**config.mk**
```make
export PLATFORM = sky130hd
export DESIGN_NAME = cmd_regfile_slave_flat
export DESIGN_NICKNAME = d
export VERILOG_FILES = /design/src/rtl/cmd_pkg.sv /design/src/rtl/cmd_regfile_slave_if.sv /design/src/rtl/cmd_regfile.sv /design/src/rtl/cmd_regfile_slave.sv /design/src/flat_wrapper.sv
export SDC_FILE = /design/constraint.sdc
export NUM_CORES = 1
export LEC_CHECK = 0
export CORE_ASPECT_RATIO = 1.2
export CORE_UTILIZATION = 54
export CTS_CLUSTER_DIAMETER = 60
export DETAILED_ROUTE_END_ITERATION = 16
export PLACE_DENSITY = 0.74
export SLEW_MARGIN = 20
export SYNTH_ARGS = -nofsm -noshare
export SYNTH_HDL_FRONTEND = slang
export SYNTH_SLANG_ARGS = --single-unit
```
**constraint.sdc**
```tcl
create_clock -name clk -period 8.1 [get_ports clk]
set_clock_uncertainty 0.2 [all_clocks]
set_input_delay 1.62 -clock clk [delete_from_list [all_inputs] [get_ports clk]]
set_output_delay 1.62 -clock clk [all_outputs]
set_load 0.05 [all_outputs]
```
**src/rtl/cmd_pkg.sv**
```systemverilog
`default_nettype none
// ============================================================================
// Module      : cmd_pkg
// Description : Opcode and FSM state encodings shared by the command slave.
// Revision    : 1.0
// ============================================================================
package cmd_pkg;

    localparam int c_DEPTH    = 16;
    localparam int c_WALK_LEN = c_DEPTH - 1;

    typedef enum logic [3:0] {
        CMD_NOP   = 4'd0,
        CMD_WRITE = 4'd1,
        CMD_READ  = 4'd2,
        CMD_INC   = 4'd3,
        CMD_FILL  = 4'd4,
        CMD_CLEAR = 4'd5
    } cmd_e;

    typedef enum logic [0:0] {
        ST_IDLE = 1'b0,
        ST_WALK = 1'b1
    } state_e;

endpackage
`default_nettype wire

```
**src/rtl/cmd_regfile_slave_if.sv**
```systemverilog
`default_nettype none
// ============================================================================
// Module      : cmd_regfile_slave_if
// Description : Command bus between a command master and the register slave.
// Revision    : 1.0
// ============================================================================
interface cmd_regfile_slave_if #(
    parameter int ADDR_W = 4,
    parameter int DATA_W = 4,
    parameter int CNT_W  = 8
);
    logic [3:0]        cmd;
    logic [ADDR_W-1:0] adr;
    logic [DATA_W-1:0] data;
    logic              rsp_valid;
    logic [DATA_W-1:0] rsp_data;
    logic              carry;
    logic              busy;
    logic [CNT_W-1:0]  err_cnt;
    logic [CNT_W-1:0]  drop_cnt;

    modport master (
        output cmd, adr, data,
        input  rsp_valid, rsp_data, carry, busy, err_cnt, drop_cnt
    );

    modport slave (
        input  cmd, adr, data,
        output rsp_valid, rsp_data, carry, busy, err_cnt, drop_cnt
    );
endinterface
`default_nettype wire

```
**src/rtl/cmd_regfile.sv**
```systemverilog
`default_nettype none
// ============================================================================
// Module      : cmd_regfile
// Description : DEPTH x DATA_W storage, one sync write port, one comb read port.
// Revision    : 1.0
// ============================================================================
module cmd_regfile #(
    parameter int DEPTH  = 16,
    parameter int ADDR_W = 4,
    parameter int DATA_W = 4
) (
    input  wire logic              clk,
    input  wire logic              rst,
    input  wire logic              i_we,
    input  wire logic [ADDR_W-1:0] i_wadr,
    input  wire logic [DATA_W-1:0] i_wdata,
    input  wire logic [ADDR_W-1:0] i_radr,
    output logic      [DATA_W-1:0] o_rdata
);

    logic [DATA_W-1:0] r_mem [DEPTH];

    always_ff @(posedge clk) begin
        if (rst) begin
            for (int i = 0; i < DEPTH; i++) begin
                r_mem[i] <= '0;
            end
        end else if (i_we) begin
            r_mem[i_wadr] <= i_wdata;
        end
    end

    assign o_rdata = r_mem[i_radr];

endmodule
`default_nettype wire

```
**src/rtl/cmd_regfile_slave.sv**
```systemverilog
`default_nettype none
// ============================================================================
// Module      : cmd_regfile_slave
// Description : Executes bus commands against a register file; FILL/CLEAR walks.
// Revision    : 1.0
// ============================================================================
module cmd_regfile_slave
    import cmd_pkg::*;
#(
    parameter int DEPTH  = 16,
    parameter int ADDR_W = 4,
    parameter int DATA_W = 4,
    parameter int CNT_W  = 8
) (
    input  wire logic            clk,
    input  wire logic            rst,
    cmd_regfile_slave_if.slave   bus
);

    localparam logic [ADDR_W-1:0] c_LAST_STEP = ADDR_W'(DEPTH - 2);

    state_e              r_state, w_state_nxt;
    logic [ADDR_W-1:0]   r_ptr,   w_ptr_nxt;
    logic [ADDR_W-1:0]   r_cnt,   w_cnt_nxt;
    logic [DATA_W-1:0]   r_fill,  w_fill_nxt;
    logic                r_rsp_valid, w_rsp_valid_nxt;
    logic [DATA_W-1:0]   r_rsp_data,  w_rsp_data_nxt;
    logic                r_carry,     w_carry_nxt;
    logic [CNT_W-1:0]    r_err_cnt, r_drop_cnt;
    logic                w_err_inc, w_drop_inc;
    logic                w_we;
    logic [ADDR_W-1:0]   w_wadr;
    logic [DATA_W-1:0]   w_wdata;
    logic [DATA_W-1:0]   w_rdata;
    logic [DATA_W:0]     w_sum;

    cmd_regfile #(
        .DEPTH  (DEPTH),
        .ADDR_W (ADDR_W),
        .DATA_W (DATA_W)
    ) u_regfile (
        .clk     (clk),
        .rst     (rst),
        .i_we    (w_we),
        .i_wadr  (w_wadr),
        .i_wdata (w_wdata),
        .i_radr  (bus.adr),
        .o_rdata (w_rdata)
    );

    assign w_sum = {1'b0, w_rdata} + {1'b0, bus.data};

    always_comb begin
        w_state_nxt     = r_state;
        w_ptr_nxt       = r_ptr;
        w_cnt_nxt       = r_cnt;
        w_fill_nxt      = r_fill;
        w_rsp_valid_nxt = 1'b0;
        w_rsp_data_nxt  = r_rsp_data;
        w_carry_nxt     = r_carry;
        w_err_inc       = 1'b0;
        w_drop_inc      = 1'b0;
        w_we            = 1'b0;
        w_wadr          = bus.adr;
        w_wdata         = bus.data;

        unique case (r_state)
            ST_IDLE: begin
                case (bus.cmd)
                    CMD_NOP: ;
                    CMD_WRITE: w_we = 1'b1;
                    CMD_READ: begin
                        w_rsp_valid_nxt = 1'b1;
                        w_rsp_data_nxt  = w_rdata;
                    end
                    CMD_INC: begin
                        w_we        = 1'b1;
                        w_wdata     = w_sum[DATA_W-1:0];
                        w_carry_nxt = w_sum[DATA_W];
                    end
                    CMD_FILL: begin
                        w_we        = 1'b1;
                        w_ptr_nxt   = bus.adr + ADDR_W'(1);
                        w_fill_nxt  = bus.data;
                        w_cnt_nxt   = '0;
                        w_state_nxt = ST_WALK;
                    end
                    CMD_CLEAR: begin
                        w_we        = 1'b1;
                        w_wadr      = '0;
                        w_wdata     = '0;
                        w_ptr_nxt   = ADDR_W'(1);
                        w_fill_nxt  = '0;
                        w_cnt_nxt   = '0;
                        w_state_nxt = ST_WALK;
                    end
                    // Undefined opcodes, including unknown values, land here.
                    default: w_err_inc = 1'b1;
                endcase
            end
            ST_WALK: begin
                w_we       = 1'b1;
                w_wadr     = r_ptr;
                w_wdata    = r_fill;
                w_ptr_nxt  = r_ptr + ADDR_W'(1);
                w_cnt_nxt  = r_cnt + ADDR_W'(1);
                w_drop_inc = (bus.cmd != CMD_NOP);
                if (r_cnt == c_LAST_STEP) begin
                    w_state_nxt = ST_IDLE;
                end
            end
            default: w_state_nxt = ST_IDLE;
        endcase
    end

    always_ff @(posedge clk) begin
        if (rst) begin
            r_state     <= ST_IDLE;
            r_ptr       <= '0;
            r_cnt       <= '0;
            r_fill      <= '0;
            r_rsp_valid <= 1'b0;
            r_rsp_data  <= '0;
            r_carry     <= 1'b0;
            r_err_cnt   <= '0;
            r_drop_cnt  <= '0;
        end else begin
            r_state     <= w_state_nxt;
            r_ptr       <= w_ptr_nxt;
            r_cnt       <= w_cnt_nxt;
            r_fill      <= w_fill_nxt;
            r_rsp_valid <= w_rsp_valid_nxt;
            r_rsp_data  <= w_rsp_data_nxt;
            r_carry     <= w_carry_nxt;
            if (w_err_inc && (r_err_cnt != '1)) begin
                r_err_cnt <= r_err_cnt + CNT_W'(1);
            end
            if (w_drop_inc && (r_drop_cnt != '1)) begin
                r_drop_cnt <= r_drop_cnt + CNT_W'(1);
            end
        end
    end

    assign bus.rsp_valid = r_rsp_valid;
    assign bus.rsp_data  = r_rsp_data;
    assign bus.carry     = r_carry;
    assign bus.busy      = (r_state == ST_WALK);
    assign bus.err_cnt   = r_err_cnt;
    assign bus.drop_cnt  = r_drop_cnt;

    a_cmd_known: assert property (@(posedge clk) disable iff (rst) !$isunknown(bus.cmd));

endmodule
`default_nettype wire

```
**src/flat_wrapper.sv**
```systemverilog
// flat-port wrapper written by rule: the top's interface ports become plain ports
module cmd_regfile_slave_flat import cmd_pkg::*;
#(
    parameter int DEPTH  = 16,
    parameter int ADDR_W = 4,
    parameter int DATA_W = 4,
    parameter int CNT_W  = 8
)
  (clk, rst, bus_cmd, bus_adr, bus_data, bus_rsp_valid, bus_rsp_data, bus_carry, bus_busy, bus_err_cnt, bus_drop_cnt);
  cmd_regfile_slave_if #(.ADDR_W(ADDR_W), .DATA_W(DATA_W), .CNT_W(CNT_W)) bus_i ();
  input  wire logic clk;
  input  wire logic rst;
  input wire logic [$bits(bus_i.cmd)-1:0] bus_cmd;
  input wire logic [$bits(bus_i.adr)-1:0] bus_adr;
  input wire logic [$bits(bus_i.data)-1:0] bus_data;
  output wire logic [$bits(bus_i.rsp_valid)-1:0] bus_rsp_valid;
  output wire logic [$bits(bus_i.rsp_data)-1:0] bus_rsp_data;
  output wire logic [$bits(bus_i.carry)-1:0] bus_carry;
  output wire logic [$bits(bus_i.busy)-1:0] bus_busy;
  output wire logic [$bits(bus_i.err_cnt)-1:0] bus_err_cnt;
  output wire logic [$bits(bus_i.drop_cnt)-1:0] bus_drop_cnt;
  assign bus_i.cmd = bus_cmd;
  assign bus_i.adr = bus_adr;
  assign bus_i.data = bus_data;
  assign bus_rsp_valid = bus_i.rsp_valid;
  assign bus_rsp_data = bus_i.rsp_data;
  assign bus_carry = bus_i.carry;
  assign bus_busy = bus_i.busy;
  assign bus_err_cnt = bus_i.err_cnt;
  assign bus_drop_cnt = bus_i.drop_cnt;
  cmd_regfile_slave #(.DEPTH(DEPTH), .ADDR_W(ADDR_W), .DATA_W(DATA_W), .CNT_W(CNT_W)) u_core (.clk(clk), .rst(rst), .bus(bus_i));
endmodule
```
==> impl_metrics.csv <==
group,metric,value,unit
timing,fin_ws,2.41,ns
yosys,syn-num-nets,521,
global_route,grt_max_degree,52,
worst_setup_path,regToRegEndpoint,"u_core.u_regfile.r_mem[4][3]$_SDFFCE_PN0P_",
clocking,clock_latency,0.38,ns
clocking,root_buffer,"clkbuf_8",
worst_setup_path,crit_required,7.99,ns
floorplanning,initial_core_util,55.8,%
yosys,yosysUniqueCellTypes,54,
yosys,synthArstFlopShare,0,%
timing,relSlewSlack,29.4,%
worst_hold_path,hold_depth,2,
final_layout,regArea,2620,sq um
clocking,cts.path.max_buffers,2,
worst_setup_path,r2r-start,"u_core.u_regfile.r_mem[4][0]$_SDFFCE_PN0P_",
timing,setup_viol,0,
final_layout,nNetsFinal,546,
global_route,gr-total-overflow,0,
job,cap_viol_max_count,0,
global_route,grt_use_met2,42.4,%
global_route,grt_use_met1,28.3,%
final_layout,final_cell_mix,"106 x nor2_1, 64 x edfxtp_1, 37 x nand2_1, 36 x clkdlybuf4s50_1, 35 x dfxtp_1",
route,route.detailed.drc,0,
floorplanning,core,9030,sq um
pwr,ir_drop,0.125,mV
worst_setup_path,start_kind,"input port",
final_layout,fin_util,62.4,%
yosys,synth-seq-area-share,52.0,%
timing,rsz0062_at_grt,"false",
final_layout,fill_cells,774,
final_layout,layout_commonest_cell,"nor2_1",
worst_setup_path,path_max_fanout,16,
timing,period_share,70.3,%
worst_hold_path,holdPathEnd,"u_core.r_fill[3]$_SDFFE_PP0P_",
timing,drv_slew,0,
global_route,grt_first_pass_wirelength,17900,um
route,first_pass_iters,5,
final_layout,diodes,0,
pwr,p_leak,2.05,nW
timing,max_freq,0.176,GHz
clocking,cts_resized,0,
final_layout,multi_input_area,2230,sq um
floorplanning,dieArea,9720,sq um
route,dr_total_vias,3769,
route,wl_per_cell,17.1,um
final_layout,area.growth.synth_to_final,11.8,%
yosys,synth.avg_cell_area,10.2,sq um
clocking,postCtsHoldBufs,0,
floorplanning,row_count,38,
global_route,met3_usage,4.31,%
yosys,netlist_instances,496,
clocking,cts_tree,"done",
timing,tightest_slew,1.06,ns
global_route,first_global_vias,3656,
global_route,grtUsageTotal,24.0,%
floorplanning,die_y,108,um
yosys,synth_seq_cells,99,
timing,hold-worst-slack,0.265,ns
worst_hold_path,hp-start,"u_core.r_fill[3]$_SDFFE_PP0P_",
yosys,yosysWarningCount,0,
pwr,totalPowerFinal,1.01,mW
timing,fin_tns_setup,0,ns
place,portBuffers,36,
worst_setup_path,r2r_cells,9,
route,ant_nets,0,
clocking,clk_pin_slew,0.08,ns
yosys,synth-main-ff-cell,"edfxtp_1",
floorplanning,io_pins,37,
clocking,numCtsBuffers,9,
yosys,syn-cell-area,5040,sq um
worst_setup_path,end_kind,"flip-flop",
yosys,synth_edf_count,64,
worst_setup_path,rrSetupSlack,4.68,ns
worst_hold_path,hold_path.class,"flip-flop to flip-flop",
clocking,cts.sinks,99,
global_route,grt_busiest_layer,"met2",
place,dp_hpwl,7760,um
global_route,grt_antenna_before_repair,0,
clocking,cts_htree_levels,3,
final_layout,drive_gt1_share,6.65,%
route,drt_iter0_drc,291,
worst_setup_path,critPathKind,"input port to flip-flop",
clocking,postCtsSetupRepairBufs,0,
timing,hold_violations,0,
status,outcome,"complete, no violations",
route,wl,11000,um
timing,layout_min_cycle_time,5.69,ns
worst_setup_path,cp.arrival,5.58,ns
route,vias_per_cell,5.83,
floorplanning,chipWidth,90.2,um
place,place.gp.congestion,0.894,
place,post-place-ws,1.93,ns
pwr,power_density,180,nW/um^2
layout make-up:
cell class | instances | area share (%)
Multi-Input combinational cell | 359 | 39.6
Clock inverter | 5 | 0.933
Tap cell | 120 | 2.66
Sequential cell | 99 | 46.5
Inverter | 12 | 0.799
Timing Repair Buffer | 40 | 6.93
Clock buffer | 11 | 2.51
synth_stat cells (all sizes together), types with 2 or more instances:
cell,instances,area share (%)
buf,18,2.2
nor2,106,7.9
nand3,28,2.8
nor2b,4,0.50
o21ai,23,2.5
a211oi,4,0.60
inv,12,0.89
o31ai,3,0.45
a31oi,6,0.75
o211ai,3,0.45
nand4,6,0.75
a21o,2,0.30
clkbuf,8,0.60
mux2i,19,3.8
mux4,7,3.1
a21oi,20,2.1
a22o,5,0.87
edfxtp,64,38
ha,10,2.5
a311o,2,0.40
nand2,37,2.8
xnor2,9,1.6
nand2b,18,2.2
nand3b,7,1.0
dfxtp,35,14
xor2,8,1.4
nor3,8,0.79
o22ai,2,0.25
or3,4,0.50
layer usage:
metal  up-vias  wire, um
li1       1820         -
met1      1789      4480
met2       133      5640
met3        27       572
met4         0       332
met5         -         0
flip-flops by register name (all words and copies together), names as in the netlist, 4 cells and up:
name / cells
u_core.bus.rsp_data: 4
u_core.r_cnt: 4
u_core.bus.err_cnt: 8
u_core.u_regfile.r_mem: 64
u_core.r_fill: 4
u_core.r_ptr: 4
u_core.bus.drop_cnt: 8
worst max-delay path, stage by stage:
cell	delay, ns
clkdlybuf4s50_1	1.13
buf_4	0.38
nand2b_1	0.19
o22ai_1	0.12
o31ai_1	0.20
o21ai_0	0.23
ha_1	0.34
a21o_1	0.18
a21oi_1	0.19
xnor2_1	0.10
a21oi_2	0.77
nor2_1	0.10
power breakdown:
part / switching, mW / internal [mW] / total (mW)
Combinational: 0.0890 / 0.0486 / 0.138
Clock: 0.164 / 0.150 / 0.314
Sequential: 0.00995 / 0.553 / 0.563
worst max path at each step:
stage / from / to / slack, ns
finish: bus_adr[0] / u_core.u_regfile.r_mem[4][3]$_SDFFCE_PN0P_ / 2.41
CTS: bus_adr[0] / u_core.u_regfile.r_mem[7][2]$_SDFFCE_PN0P_ / 2.31
global route: bus_adr[0] / u_core.u_regfile.r_mem[7][3]$_SDFFCE_PN0P_ / 2.11
detailed placement: bus_adr[0] / u_core.u_regfile.r_mem[7][2]$_SDFFCE_PN0P_ / 1.93
global placement: bus_adr[0] / u_core.u_regfile.r_mem[10][2]$_SDFFCE_PN0P_ / 2.06
floorplan: bus_adr[0] / u_core.u_regfile.r_mem[13][2]$_SDFFCE_PN0P_ / 3.83
kinds of logic (layout without fill, tap and decap cells):
kind of cell	Yosys count	in the layout	synth area share, %
multiplexers	26	26	6.90
flip-flops	99	99	52.0
buffers and inverters	38	68	3.65
XOR/XNOR	17	17	2.96
AO/OA/AOI/OAI	78	78	10.6
AND/OR/NAND/NOR	227	227	20.9
adder cells (fa/ha/maj)	11	11	2.88
metrics by stage:
stage                     cells  cell area [sq um]
after floorplan             496               5040
after global placement      629               5430
after detailed placement    629               5430
after CTS                   645               5630
after global routing        646               5630
final                       646               5630
No activity file was read; power rests on OpenSTA's default activity.
==> RTL change 1: new RTL, config.mk and constraints unchanged <==
Take the reset off `r_rsp_data` and load it in a clocked block of its own.
--- a/src/rtl/cmd_regfile_slave.sv
+++ b/src/rtl/cmd_regfile_slave.sv
@@ -121,5 +121,4 @@
             r_fill      <= '0;
             r_rsp_valid <= 1'b0;
-            r_rsp_data  <= '0;
             r_carry     <= 1'b0;
             r_err_cnt   <= '0;
@@ -131,5 +130,4 @@
             r_fill      <= w_fill_nxt;
             r_rsp_valid <= w_rsp_valid_nxt;
-            r_rsp_data  <= w_rsp_data_nxt;
             r_carry     <= w_carry_nxt;
             if (w_err_inc && (r_err_cnt != '1)) begin
@@ -140,4 +138,8 @@
             end
         end
+    end
+
+    always_ff @(posedge clk) begin
+        r_rsp_data <= w_rsp_data_nxt;
     end
 
Check against the original RTL: differs if rst is asserted again (counterexample within 4 cycles, from zero or initial values and one cycle with rst high); with rst held inactive, the same outputs for 4 cycles.
==> RTL change 1 against the original RTL <==
Sequential power is 1% higher. Sequential share of layout area grew 0.60 points. Sequential cell count unchanged. Global-route usage up 1.2 points. Die area up 0.60%. Area after synthesis up 0.62%. Design area grew 0.24%. Routed wire length up 4.5%. Power increased by 2.3%. Setup slack improved by 0.16 ns. Critical path type unchanged. Largest power group unchanged.
==> RTL change 1: results (changes against the original RTL) <==
Detailed routing
  – Via density: 6.19 (+6.2%)
  – Number of DRC markers in iteration 0: 331 (+14%)
  – TritonRoute pass-1 iters: 6 (+1)
  – Routed length per instance: 19.4 µm (+13%)

Global route
  – Vias in the first global route: 3615 (-1.1%)
  – Initial antenna violation count: 0 (unchanged)
  – First-pass GRT wire length: 18700 µm (+4.9%)
  – Total track usage: 25.2% (+1.2 points)
  – Pin count of the biggest net entering global routing: 31 (-40%)

Place
  – # port buffers: 36 (unchanged)
  – Pre-CTS setup slack: 2.20 ns (+0.269 ns)
  – Detailed Place HPWL: 7960 µm (+2.5%)
  – Area after DPL: 5450 µm² (+0.23%)
  – Final GP Congestion: 0.914 (+2.2%)
  – Placed insts: 579 (-7.9%)

Layout
  – Top reg by flops: u_core.u_regfile.r_mem
  – Share of layout cells above drive strength 1: 12.2% (+5.6 points)
  – Max reg flops: 64 (unchanged)
  – Non-Filler Instances: 595 (-7.9%)
  – Nets: 495 (-9.3%)

Synthesis
  – Post-synthesis compound-gate area fraction: 9.18% (-1.4 points)
  – Mux cell area share after synthesis: 7.70% (+0.80 points)
  – Yosys cell types: 62 (+15%)
  – Post-synth net total: 477 (-8.4%)
  – EDFF count, synth: 68 (+6.3%)
  – Sequential element share of the synthesized area: 52.5% (+0.47 points)
  – Commonest cells in the synthesized netlist: 68 x edfxtp_1, 65 x nor2_1, 31 x dfxtp_1, 30 x nand2_1, 26 x nor3_1
  – XOR/XNOR Fraction of Synth Area: 3.11% (+0.15 points)
  – Synth area leaders: edfxtp_1 40%, dfxtp_1 12%, mux4_2 7.1%, nor2_1 4.8%, nor3_1 2.6%
  – Adder-Cell Fraction of Synth Area: 2.86% (-0.018 points)
  – Synthesized area per cell: 11.2 µm² (+10%)

Worst setup path
  – Crit-path max FO: 22 (+6)
  – Crit path arrival time: 5.43 ns (-0.15 ns)

Clock network
  – Root buffer cell: clkbuf_8
  – Clock buffer depth: 2 (unchanged)
  – Setup Fix Bufs, Post-CTS: 0 (unchanged)
  – Reg clk slew, reported paths: 0.10 ns (+0.02 ns)
  – Cts repair resizes: 0 (unchanged)
  – CTS buffer count: 9 (unchanged)

Power and ir drop
  – Peak VDD IR: 89.2 µV (-29%)
  – Leakage Power: 1.96 nW (-4.5%)
  – Net Sw Frac: 27.5% (+1.6 points)

Min path
  – Min-Delay Path Class: register to register

Timing
  – Max-slew headroom: 34.9% (+5.5 points)

Run status
  – Status: finished clean
-- RTL change 1: cell types whose count changed after synthesis, sizes merged, moves of 8 or more --
| cell | change |
|---|---|
| nor2 | -40 |
| nor3 | +19 |
| mux4 | +9 |
| nand3 | -8 |
| nand2b | -12 |
| mux2i | -16 |
| nor4 | +10 |
-- RTL change 1: power groups by stage --
stage | combinational, mW | clock (mW) | sequential, mW
floorplan | 0.0917 | 0 | 0.585
global placement | 0.135 | 0 | 0.580
detailed placement | 0.138 | 0 | 0.581
CTS | 0.140 | 0.331 | 0.569
global route | 0.151 | 0.351 | 0.571
finish | 0.140 | 0.328 | 0.569
-- RTL change 1: worst max-delay path, cell delays in order --
cell and delay [ns]:
clkdlybuf4s50_1 1.10, mux4_2 0.43, a22o_1 0.27, a221oi_2 0.30
inv_1 0.13, ha_1 0.30, a21o_1 0.16, a21oi_1 0.16
xor2_1 0.16, o21a_1 0.66, nor3_1 0.11
-- RTL change 1: cell type report --
type	instances	area, µm²
tap	120	150
fill	751	3430
timing repair buffer	40	390
inverter	7	26.3
multi-input combinational	313	2220
clock inverter	7	76.3
sequential	99	2660
clock buffer	9	124
-- RTL change 1: final timing paths --
kind                                                 endpoint                     startpoint  slack, ns  cells past startpoint
worst max-delay path            u_core.u_regfile.r_mem[12][3]                     bus_adr[1]       2.57                     11
worst min-delay path                         u_core.r_fill[2]               u_core.r_fill[2]       0.26                      2
worst max register to register  u_core.u_regfile.r_mem[12][3]  u_core.u_regfile.r_mem[11][1]       4.45                     10
worst min register to register               u_core.r_fill[2]               u_core.r_fill[2]       0.26                      2
-- RTL change 1: routing by layer --
metal	wire length (µm)	track usage, %	up-vias
li1	-	-	1711
met1	4430	29.9	1773
met2	5960	44.8	169
met3	789	4.64	32
met4	338	11.8	0
met5	0	0	-
==> RTL change 2: new RTL, same settings <==
Without the edit above. `DATA_W` is set to 4 in 4 places; all go to 3.
--- a/src/rtl/cmd_regfile_slave_if.sv
+++ b/src/rtl/cmd_regfile_slave_if.sv
@@ -7,5 +7,5 @@
 interface cmd_regfile_slave_if #(
     parameter int ADDR_W = 4,
-    parameter int DATA_W = 4,
+    parameter int DATA_W = 3,
     parameter int CNT_W  = 8
 );
--- a/src/rtl/cmd_regfile.sv
+++ b/src/rtl/cmd_regfile.sv
@@ -8,5 +8,5 @@
     parameter int DEPTH  = 16,
     parameter int ADDR_W = 4,
-    parameter int DATA_W = 4
+    parameter int DATA_W = 3
 ) (
     input  wire logic              clk,
--- a/src/rtl/cmd_regfile_slave.sv
+++ b/src/rtl/cmd_regfile_slave.sv
@@ -10,5 +10,5 @@
     parameter int DEPTH  = 16,
     parameter int ADDR_W = 4,
-    parameter int DATA_W = 4,
+    parameter int DATA_W = 3,
     parameter int CNT_W  = 8
 ) (
--- a/src/flat_wrapper.sv
+++ b/src/flat_wrapper.sv
@@ -4,5 +4,5 @@
     parameter int DEPTH  = 16,
     parameter int ADDR_W = 4,
-    parameter int DATA_W = 4,
+    parameter int DATA_W = 3,
     parameter int CNT_W  = 8
 )
Interface: changed (resized bus_data and bus_rsp_data); port bits go from 37 to 35. No check against the original RTL was run, so the function may have changed too.
==> RTL change 2 against the original RTL <==
Routed wire length down 13%. Sequential share of layout area down 4.5 points. Area after synthesis down 11%. Register-to-register slack better by 0.03 ns. Setup slack better by 0.60 ns. Die area down 11%. Sequential cell count down 18. Power down 14%. First-iteration DRC count down 37%. Design area down 11%. Critical endpoint is now u_core.u_regfile.r_mem[1][1].
==> RTL change 2: results (changes against the original RTL) <==
Global route
  – Pin count of the biggest net entering global routing: 51 (-1.9%)
  – First-pass GRT wire length: 15400 µm (-14%)
  – Vias in the first global route: 3270 (-11%)
  – Met2 Use GR: 40.7% (-1.7 points)
  – Total track usage: 23.3% (-0.74 points)
  – Grt met3 use: 3.26% (-1.0 points)
  – GR Util met1: 27.1% (-1.2 points)

Power and ir drop
  – PwrDens: 174 nW/µm² (-3.2%)
  – Net Sw Power: 234 µW (-11%)
  – Peak VDD IR: 110 µV (-12%)
  – Leakage Power: 1.72 nW (-16%)
  – Sequential cell fraction of total power: 52.6% (-2.9 points)

Detailed routing
  – Met3 wire length: 327 µm (-43%)
  – Number of DRC markers in iteration 0: 183 (-37%)
  – M1 wire length: 4100 µm (-8.5%)
  – Metal2 WL: 4860 µm (-14%)
  – Total Wirelength: 9590 µm (-13%)

Clock network
  – Worst skew pair latency: 0.35 ns (-0.03 ns)

Timing
  – Max Clk Rate: 196 MHz (+12%)

Worst setup path
  – Internal reg-to-reg setup slack: 4.71 ns (+0.03 ns)
  – Crit path arrival time: 4.97 ns (-0.61 ns)
  – Crit-path max FO: 21 (+5)
  – Worst Setup EP: u_core.u_regfile.r_mem[1][1]

Layout
  – Non-Filler Instances: 558 (-14%)
  – Share of layout cells above drive strength 1: 11.2% (+4.6 points)
  – Nets: 482 (-12%)
  – Max reg flops: 48 (-25%)

Run status
  – Status: finished clean

Synthesis
  – Sequential element share of the synthesized area: 47.0% (-5.1 points)
  – Adder-Cell Fraction of Synth Area: 2.96% (+0.084 points)
  – Post-synth net total: 464 (-11%)
  – Post-synthesis compound-gate area fraction: 14.4% (+3.8 points)
  – Mux cell area share after synthesis: 6.26% (-0.64 points)

Min path
  – Worst Hold Endpoint: u_core.r_fill[0]

Place
  – Area after DPL: 4810 µm² (-11%)
## RTL change 2: worst register-to-register path, cell delays in order, from the launching register on
cell and delay [ns]:
edfxtp_1 0.39, mux4_2 0.50, nor2_1 0.15, o32a_1 0.23, inv_1 0.06, ha_1 0.21, fa_1 0.44, inv_1 0.06
nor2_1 0.06, o31ai_4 0.70, nor2_1 0.11
## RTL change 2: area by class of cell
type | count | area, µm² | share of cell area, %
Clock buffer | 10 | 128 | 2.56
Clock inverter | 5 | 57.6 | 1.15
Inverter | 12 | 45.0 | 0.902
Multi-Input combinational cell | 316 | 2170 | 43.4
Sequential cell | 81 | 2100 | 42.1
Tap cell | 95 | 119 | 2.38
Timing Repair Buffer | 39 | 378 | 7.57
## RTL change 2: cell families after synthesis
kind of cell	after synthesis
xor gates and xnor gates	9
muxes	19
AOI/OAI and AO/OA	89
adders and majority gates	10
buffers and inverters	44
DFF	81
and+or+nand+nor	189
